File: config.mk
export PLATFORM = sky130hd
export DESIGN_NAME = combiner_sched_flat
export DESIGN_NICKNAME = d
export VERILOG_FILES = /design/src/rtl/combiner_sched_if.sv /design/src/rtl/combiner_sched.sv /design/src/flat_wrapper.sv
export SDC_FILE = /design/constraint.sdc
export NUM_CORES = 1
export LEC_CHECK = 0
export ABC_AREA = 1
export BUFFER_PORTS_ARGS = -buffer_cell sky130_fd_sc_hd__buf_2
export CAP_MARGIN = 20
export CORE_MARGIN = 4
export CORE_UTILIZATION = 58
export DETAILED_ROUTE_END_ITERATION = 6
export PLACE_DENSITY = 0.8
export SYNTH_ARGS = -nofsm -noshare
export SYNTH_HDL_FRONTEND = slang
export SYNTH_SLANG_ARGS = --single-unit
File: constraint.sdc
create_clock -name clk -period 2.2 [get_ports clk]
set_clock_uncertainty 0.15 [all_clocks]
set_input_delay 0.44 -clock clk [delete_from_list [all_inputs] [get_ports clk]]
set_output_delay 0.44 -clock clk [all_outputs]
set_load 0.03 [all_outputs]
File: src/rtl/combiner_sched_if.sv
// Handshake bundle between the entropy coder, combiner_sched and the combiner:
// an upstream word stream (s_*) and a downstream bundle stream (out_*).
interface combiner_sched_if #(
  parameter int N_WORDS    = 4,
  parameter int MAX_LENGTH = 20,
  parameter int LEN_W      = 5,
  parameter int BLOCK_SIZE = 64
);
  localparam int PAD_W = $clog2(BLOCK_SIZE);

  logic [MAX_LENGTH-1:0]         s_word;
  logic [LEN_W-1:0]              s_length;
  logic                          s_last;
  logic                          s_valid;
  logic                          s_ready;
  logic [N_WORDS*MAX_LENGTH-1:0] out_words;
  logic [N_WORDS*LEN_W-1:0]      out_lengths;
  logic                          out_valid;
  logic                          out_ready;
  logic                          out_last;
  logic [PAD_W-1:0]              out_pad_bits;

  modport master (
    output s_word, s_length, s_last, s_valid, out_ready,
    input  s_ready, out_words, out_lengths, out_valid, out_last, out_pad_bits
  );

  modport slave (
    input  s_word, s_length, s_last, s_valid, out_ready,
    output s_ready, out_words, out_lengths, out_valid, out_last, out_pad_bits
  );
endinterface

File: src/rtl/combiner_sched.sv
// Groups codewords into N_WORDS-slot bundles for the combiner and tracks the
// bit position modulo BLOCK_SIZE so the image's last bundle carries its pad count.
module combiner_sched #(
  parameter int N_WORDS    = 4,
  parameter int MAX_LENGTH = 20,
  parameter int LEN_W      = 5,
  parameter int BLOCK_SIZE = 64
) (
  input logic              clk,
  input logic              aresetn,
  combiner_sched_if.slave  bus
);
  localparam int PAD_W = $clog2(BLOCK_SIZE);
  localparam int IDX_W = (N_WORDS > 1) ? $clog2(N_WORDS) : 1;
  localparam int WW    = N_WORDS * MAX_LENGTH;
  localparam int LW    = N_WORDS * LEN_W;

  typedef enum logic {FILL, PEND} state_t;

  state_t                r_state, w_state_nxt;
  logic [IDX_W-1:0]      r_idx;
  logic [PAD_W-1:0]      r_bcnt;
  logic [WW-1:0]         r_fill_words;
  logic [LW-1:0]         r_fill_lens;
  logic                  r_pend_last;
  logic [PAD_W-1:0]      r_pend_pad;
  logic [WW-1:0]         r_out_words;
  logic [LW-1:0]         r_out_lens;
  logic                  r_out_valid;
  logic                  r_out_last;
  logic [PAD_W-1:0]      r_out_pad;

  logic                  w_accept;
  logic                  w_drain;
  logic                  w_out_free;
  logic                  w_complete;
  logic [PAD_W-1:0]      w_bcnt_sum;
  logic [PAD_W-1:0]      w_pad;
  logic [WW-1:0]         w_slot_words;
  logic [LW-1:0]         w_slot_lens;
  logic                  w_xfer_new;
  logic                  w_xfer_pend;
  logic                  w_to_pend;

  assign bus.s_ready      = (r_state == FILL);
  assign bus.out_words    = r_out_words;
  assign bus.out_lengths  = r_out_lens;
  assign bus.out_valid    = r_out_valid;
  assign bus.out_last     = r_out_last;
  assign bus.out_pad_bits = r_out_pad;

  assign w_accept   = bus.s_valid && (r_state == FILL);
  assign w_drain    = r_out_valid && bus.out_ready;
  assign w_out_free = !r_out_valid || bus.out_ready;
  assign w_complete = w_accept && ((r_idx == IDX_W'(N_WORDS - 1)) || bus.s_last);
  // BLOCK_SIZE is a power of two, so the modulo is plain truncation
  assign w_bcnt_sum = r_bcnt + PAD_W'(bus.s_length);
  assign w_pad      = PAD_W'(0) - w_bcnt_sum;

  // Fill register as it looks with the incoming word merged into slot idx
  always_comb begin
    w_slot_words = r_fill_words;
    w_slot_lens  = r_fill_lens;
    if (w_accept) begin
      for (int i = 0; i < N_WORDS; i++) begin
        if (i == int'(r_idx)) begin
          w_slot_words[(N_WORDS-1-i)*MAX_LENGTH +: MAX_LENGTH] = bus.s_word;
          w_slot_lens[(N_WORDS-1-i)*LEN_W +: LEN_W]            = bus.s_length;
        end else if (i > int'(r_idx) && bus.s_last) begin
          w_slot_words[(N_WORDS-1-i)*MAX_LENGTH +: MAX_LENGTH] = '0;
          w_slot_lens[(N_WORDS-1-i)*LEN_W +: LEN_W]            = '0;
        end
      end
    end
  end

  always_comb begin
    w_state_nxt = r_state;
    w_xfer_new  = 1'b0;
    w_xfer_pend = 1'b0;
    w_to_pend   = 1'b0;
    case (r_state)
      FILL: begin
        if (w_complete) begin
          if (w_out_free) begin
            w_xfer_new = 1'b1;
          end else begin
            w_to_pend   = 1'b1;
            w_state_nxt = PEND;
          end
        end
      end
      PEND: begin
        if (w_drain) begin
          w_xfer_pend = 1'b1;
          w_state_nxt = FILL;
        end
      end
      default: w_state_nxt = FILL;
    endcase
  end

  always_ff @(posedge clk or negedge aresetn) begin
    if (!aresetn) r_state <= FILL;
    else          r_state <= w_state_nxt;
  end

  // Fill stage: slot index, bit counter and the (possibly parked) bundle
  always_ff @(posedge clk or negedge aresetn) begin
    if (!aresetn) begin
      r_idx        <= '0;
      r_bcnt       <= '0;
      r_fill_words <= '0;
      r_fill_lens  <= '0;
      r_pend_last  <= 1'b0;
      r_pend_pad   <= '0;
    end else begin
      if (w_accept) begin
        r_bcnt <= (w_complete && bus.s_last) ? '0 : w_bcnt_sum;
        if (w_xfer_new) begin
          r_fill_words <= '0;
          r_fill_lens  <= '0;
          r_idx        <= '0;
        end else if (w_to_pend) begin
          r_fill_words <= w_slot_words;
          r_fill_lens  <= w_slot_lens;
          r_idx        <= '0;
          r_pend_last  <= bus.s_last;
          r_pend_pad   <= bus.s_last ? w_pad : '0;
        end else begin
          r_fill_words <= w_slot_words;
          r_fill_lens  <= w_slot_lens;
          r_idx        <= r_idx + IDX_W'(1);
        end
      end
      if (w_xfer_pend) begin
        r_fill_words <= '0;
        r_fill_lens  <= '0;
        r_pend_last  <= 1'b0;
        r_pend_pad   <= '0;
      end
    end
  end

  // Output stage: loaded straight from the merged fill or from a parked bundle
  always_ff @(posedge clk or negedge aresetn) begin
    if (!aresetn) begin
      r_out_words <= '0;
      r_out_lens  <= '0;
      r_out_valid <= 1'b0;
      r_out_last  <= 1'b0;
      r_out_pad   <= '0;
    end else if (w_xfer_new) begin
      r_out_words <= w_slot_words;
      r_out_lens  <= w_slot_lens;
      r_out_valid <= 1'b1;
      r_out_last  <= bus.s_last;
      r_out_pad   <= bus.s_last ? w_pad : '0;
    end else if (w_xfer_pend) begin
      r_out_words <= r_fill_words;
      r_out_lens  <= r_fill_lens;
      r_out_valid <= 1'b1;
      r_out_last  <= r_pend_last;
      r_out_pad   <= r_pend_pad;
    end else if (w_drain) begin
      r_out_valid <= 1'b0;
    end
  end
endmodule

File: src/flat_wrapper.sv
// flat-port wrapper written by rule: the top's interface ports become plain ports
module combiner_sched_flat 
#(
  parameter int N_WORDS    = 4,
  parameter int MAX_LENGTH = 20,
  parameter int LEN_W      = 5,
  parameter int BLOCK_SIZE = 64
)
  (clk, aresetn, bus_s_word, bus_s_length, bus_s_last, bus_s_valid, bus_out_ready, bus_s_ready, bus_out_words, bus_out_lengths, bus_out_valid, bus_out_last, bus_out_pad_bits);
  combiner_sched_if #(.N_WORDS(N_WORDS), .MAX_LENGTH(MAX_LENGTH), .LEN_W(LEN_W), .BLOCK_SIZE(BLOCK_SIZE)) bus_i ();
  input logic clk;
  input logic aresetn;
  input wire logic [$bits(bus_i.s_word)-1:0] bus_s_word;
  input wire logic [$bits(bus_i.s_length)-1:0] bus_s_length;
  input wire logic [$bits(bus_i.s_last)-1:0] bus_s_last;
  input wire logic [$bits(bus_i.s_valid)-1:0] bus_s_valid;
  input wire logic [$bits(bus_i.out_ready)-1:0] bus_out_ready;
  output wire logic [$bits(bus_i.s_ready)-1:0] bus_s_ready;
  output wire logic [$bits(bus_i.out_words)-1:0] bus_out_words;
  output wire logic [$bits(bus_i.out_lengths)-1:0] bus_out_lengths;
  output wire logic [$bits(bus_i.out_valid)-1:0] bus_out_valid;
  output wire logic [$bits(bus_i.out_last)-1:0] bus_out_last;
  output wire logic [$bits(bus_i.out_pad_bits)-1:0] bus_out_pad_bits;
  assign bus_i.s_word = bus_s_word;
  assign bus_i.s_length = bus_s_length;
  assign bus_i.s_last = bus_s_last;
  assign bus_i.s_valid = bus_s_valid;
  assign bus_i.out_ready = bus_out_ready;
  assign bus_s_ready = bus_i.s_ready;
  assign bus_out_words = bus_i.out_words;
  assign bus_out_lengths = bus_i.out_lengths;
  assign bus_out_valid = bus_i.out_valid;
  assign bus_out_last = bus_i.out_last;
  assign bus_out_pad_bits = bus_i.out_pad_bits;
  combiner_sched #(.N_WORDS(N_WORDS), .MAX_LENGTH(MAX_LENGTH), .LEN_W(LEN_W), .BLOCK_SIZE(BLOCK_SIZE)) u_core (.clk(clk), .aresetn(aresetn), .bus(bus_i));
endmodule
==> flow_metrics.env <==
export IMPL_dpl_hpwl_um=16900
export IMPL_nNetsFinal=1375
export IMPL_placeableCoreArea_um2=17200
export IMPL_cts_setup_buffers=0
export IMPL_rows=48
export IMPL_syn_inst=1213
export IMPL_start_util=0.592
export IMPL_cp_max_fo=3
export IMPL_wl_per_cell_um=17.8
export IMPL_clock_sinks=224
export IMPL_p_sw_uw=6780
export IMPL_p_leak_uw=0.00602
export IMPL_critPathSlowestCell="fa_1"
export IMPL_fin_total_pwr_uw=16300
export IMPL_syn_area_um2=10200
export IMPL_die_y_um=141
export IMPL_track_usage=0.281
export IMPL_tritoncts="done"
export IMPL_cp_required_ns=2.45
export IMPL_irDropWorstVdd_uv=855
export IMPL_clk_path_buf_depth=3
export IMPL_drt_total_wl_um=28000
export IMPL_p_per_area_nw_per_um2=1370
export IMPL_viasPerCell=5.69
export IMPL_synth_edff_count=0
export IMPL_met3_length_um=2310
export IMPL_area_growth_pct=17.2
export IMPL_vias=8946
export IMPL_antenna_left=0
export IMPL_grt_overflow_total=0
export IMPL_ios=139
export IMPL_crit_arrival_ns=2.29
export IMPL_wl_met2_um=13000
export IMPL_startpoint_type="register"
export IMPL_rsz0062_at_grt="false"
export IMPL_slew_violations=0
export IMPL_remaining_drc_errors=0
export IMPL_drt_met1_wl_um=11900
export IMPL_finalNonFillerCells=1573
export IMPL_htreeDepth=1
export IMPL_timing_fmax_mhz=490
export IMPL_status="finished, final reports clean"
export IMPL_die_w_um=141
export IMPL_synth_area_per_cell_um2=8.41
export IMPL_synth_seq_area_share=0.550
export IMPL_slowest_delay_ns=0.46
export IMPL_clock_latency_ns=0.51
export IMPL_synth_seq_cells=224
export IMPL_hold_path_class="in2reg"
export IMPL_clk_pin_slew_ns=0.06
export IMPL_final_common_cell="nand2_1"
export IMPL_drt_first_iter_violations=917
export IMPL_seqPwrFrac=0.369
export IMPL_period_share=0.927
export IMPL_diodes=0
export IMPL_critical_path_class="reg2reg"
export IMPL_holdWs_ns=0.128
export IMPL_first_pass_iters=6
export IMPL_mostFrequentLayoutCells="nand2_1 (399), dfrtp_1 (224), buf_2 (137)"
export IMPL_internal_power_uw=9530
export IMPL_grt_max_degree=126
export IMPL_relSlewSlack=0.561
export IMPL_finalCriticalPeriod_ns=2.04
export IMPL_p_comb_frac=0.397
export IMPL_numCtsBuffers=23
export IMPL_synthDistinctLibCells=27
export IMPL_clkPwrFrac=0.234
export IMPL_io_buffers=138
export IMPL_post_place_cells=1532
export IMPL_finalSetupViolCount=0
export IMPL_ys_warn_count=0
export IMPL_postPlaceCellArea_um2=11200
export IMPL_worstSetupEndpointType="register"
export IMPL_synthFlopType="dfrtp_1"
export IMPL_hold_violations=0
export IMPL_async_flop_share=1.00
export IMPL_stdcell_area_um2=12000
export IMPL_drv_cap=0
export IMPL_worst_slew_pin_slew_ns=0.659
export IMPL_grt_pass1_wl_um=45200
export IMPL_drive_above_1_share=0.163
export IMPL_die_area_um2=19800
export IMPL_crit_chain="ha_1 -> inv_1 -> fa_1 -> ha_1 -> xor2_1 -> o22ai_1 -> nand2_1 -> nand2_1"
export IMPL_syn_nets=1255
export IMPL_first_global_vias=8747
export IMPL_gp_congestion=0.858
export IMPL_fin_tns_setup_ns=0
export IMPL_antenna_found_initial=0
export IMPL_root_buffer="clkbuf_16"
export IMPL_dr_max_layer_used="met4"
export IMPL_switching_share=0.416
[kinds of logic after synthesis]
group	after synthesis	synth area share
compound gates	202	0.129
xor+xnor	1	0.000859
fa+ha+maj	12	0.0155
buf+inv	201	0.0834
flops	224	0.550
simple gates	573	0.222
[Yosys cell counts, types with 7 or more instances]
cell type,instances,area [µm²]
nand2_1,400,1500
dfrtp_1,224,5610
inv_1,123,462
nor2_1,112,420
o22ai_1,78,488
o211ai_1,77,578
nand3_1,49,245
clkbuf_1,40,150
o21ai_0,36,180
buf_2,21,105
ha_1,11,138
buf_6,9,101
a21oi_1,7,35.0
[routing by layer]
layer	global-route usage	vias up
met4	0.0877	0
met3	0.0519	68
li1	-	4166
met5	0	-
met1	0.399	4314
met2	0.446	398
[critical path: cells and delay by family (launching register included)]
kind                     cells  cell delay, ns
adder cells (fa/ha/maj)      3            0.89
buffers and inverters        1            0.07
flip-flops                   1            0.38
XOR/XNOR                     1            0.22
AO/OA/AOI/OAI                1            0.10
AND/OR/NAND/NOR              2            0.13
[final timing paths]
path	end	cells after the start	slack [ns]	start
max	u_core.bus.out_pad_bits[2]$_DFFE_PN0P_	8	0.16	u_core.r_bcnt[0]$_DFFE_PN0P_
min	u_core.r_state$_DFF_PN0_	4	0.13	bus_out_ready
max reg2reg	u_core.bus.out_pad_bits[2]$_DFFE_PN0P_	8	0.16	u_core.r_bcnt[0]$_DFFE_PN0P_
min reg2reg	u_core.bus.out_lengths[17]$_DFFE_PN0P_	2	0.33	u_core.bus.out_lengths[17]$_DFFE_PN0P_
max in group asynchronous	u_core.r_fill_lens[14]$_DFFE_PN0P_	3	0.90	aresetn
min in group asynchronous	u_core.bus.out_words[52]$_DFFE_PN0P_	2	0.23	aresetn
[repair_timing]
item	in CTS	in global routing
hold buffers	1	0
resized for setup	0	4
hold endpoints to repair	29	0
endpoints found under the setup margin	0	93
[sequential cells by signal, summed over array words and instances (netlist names), 2 cells and up]
register,flops
u_core.bus.out_words,80
u_core.r_fill_words,80
u_core.bus.out_lengths,20
u_core.r_fill_lens,20
u_core.bus.out_pad_bits,6
u_core.r_bcnt,6
u_core.r_pend_pad,6
u_core.r_idx,2
[through the flow]
stage / util / setup WS [ns]
6_report: 0.693 / 0.160
2_1_floorplan: - / 0.148
4_1_cts: 0.693 / 0.00536
3_5_place_dp: 0.650 / -0.0597
5_1_grt: 0.693 / 0.00425
3_3_place_gp: 0.650 / 0.00430
[power groups by stage]
stage / logic [µW] / registers, µW / clock network [µW]
2_1_floorplan: 3210 / 7260 / 0
3_3_place_gp: 6280 / 6040 / 0
3_5_place_dp: 6410 / 6050 / 0
4_1_cts: 6470 / 6000 / 3870
5_1_grt: 7110 / 6140 / 4040
6_report: 6490 / 6020 / 3810
[area by class of cell]
cell class | count | area (µm²)
sequential | 224 | 5610
tap | 225 | 282
fill | 1313 | 5290
clock buffer | 32 | 659
multi-input combinational | 788 | 3760
inverter | 129 | 490
clock inverter | 8 | 71.3
timing repair buffer | 167 | 1080
Power figures use the tool's default switching activity.
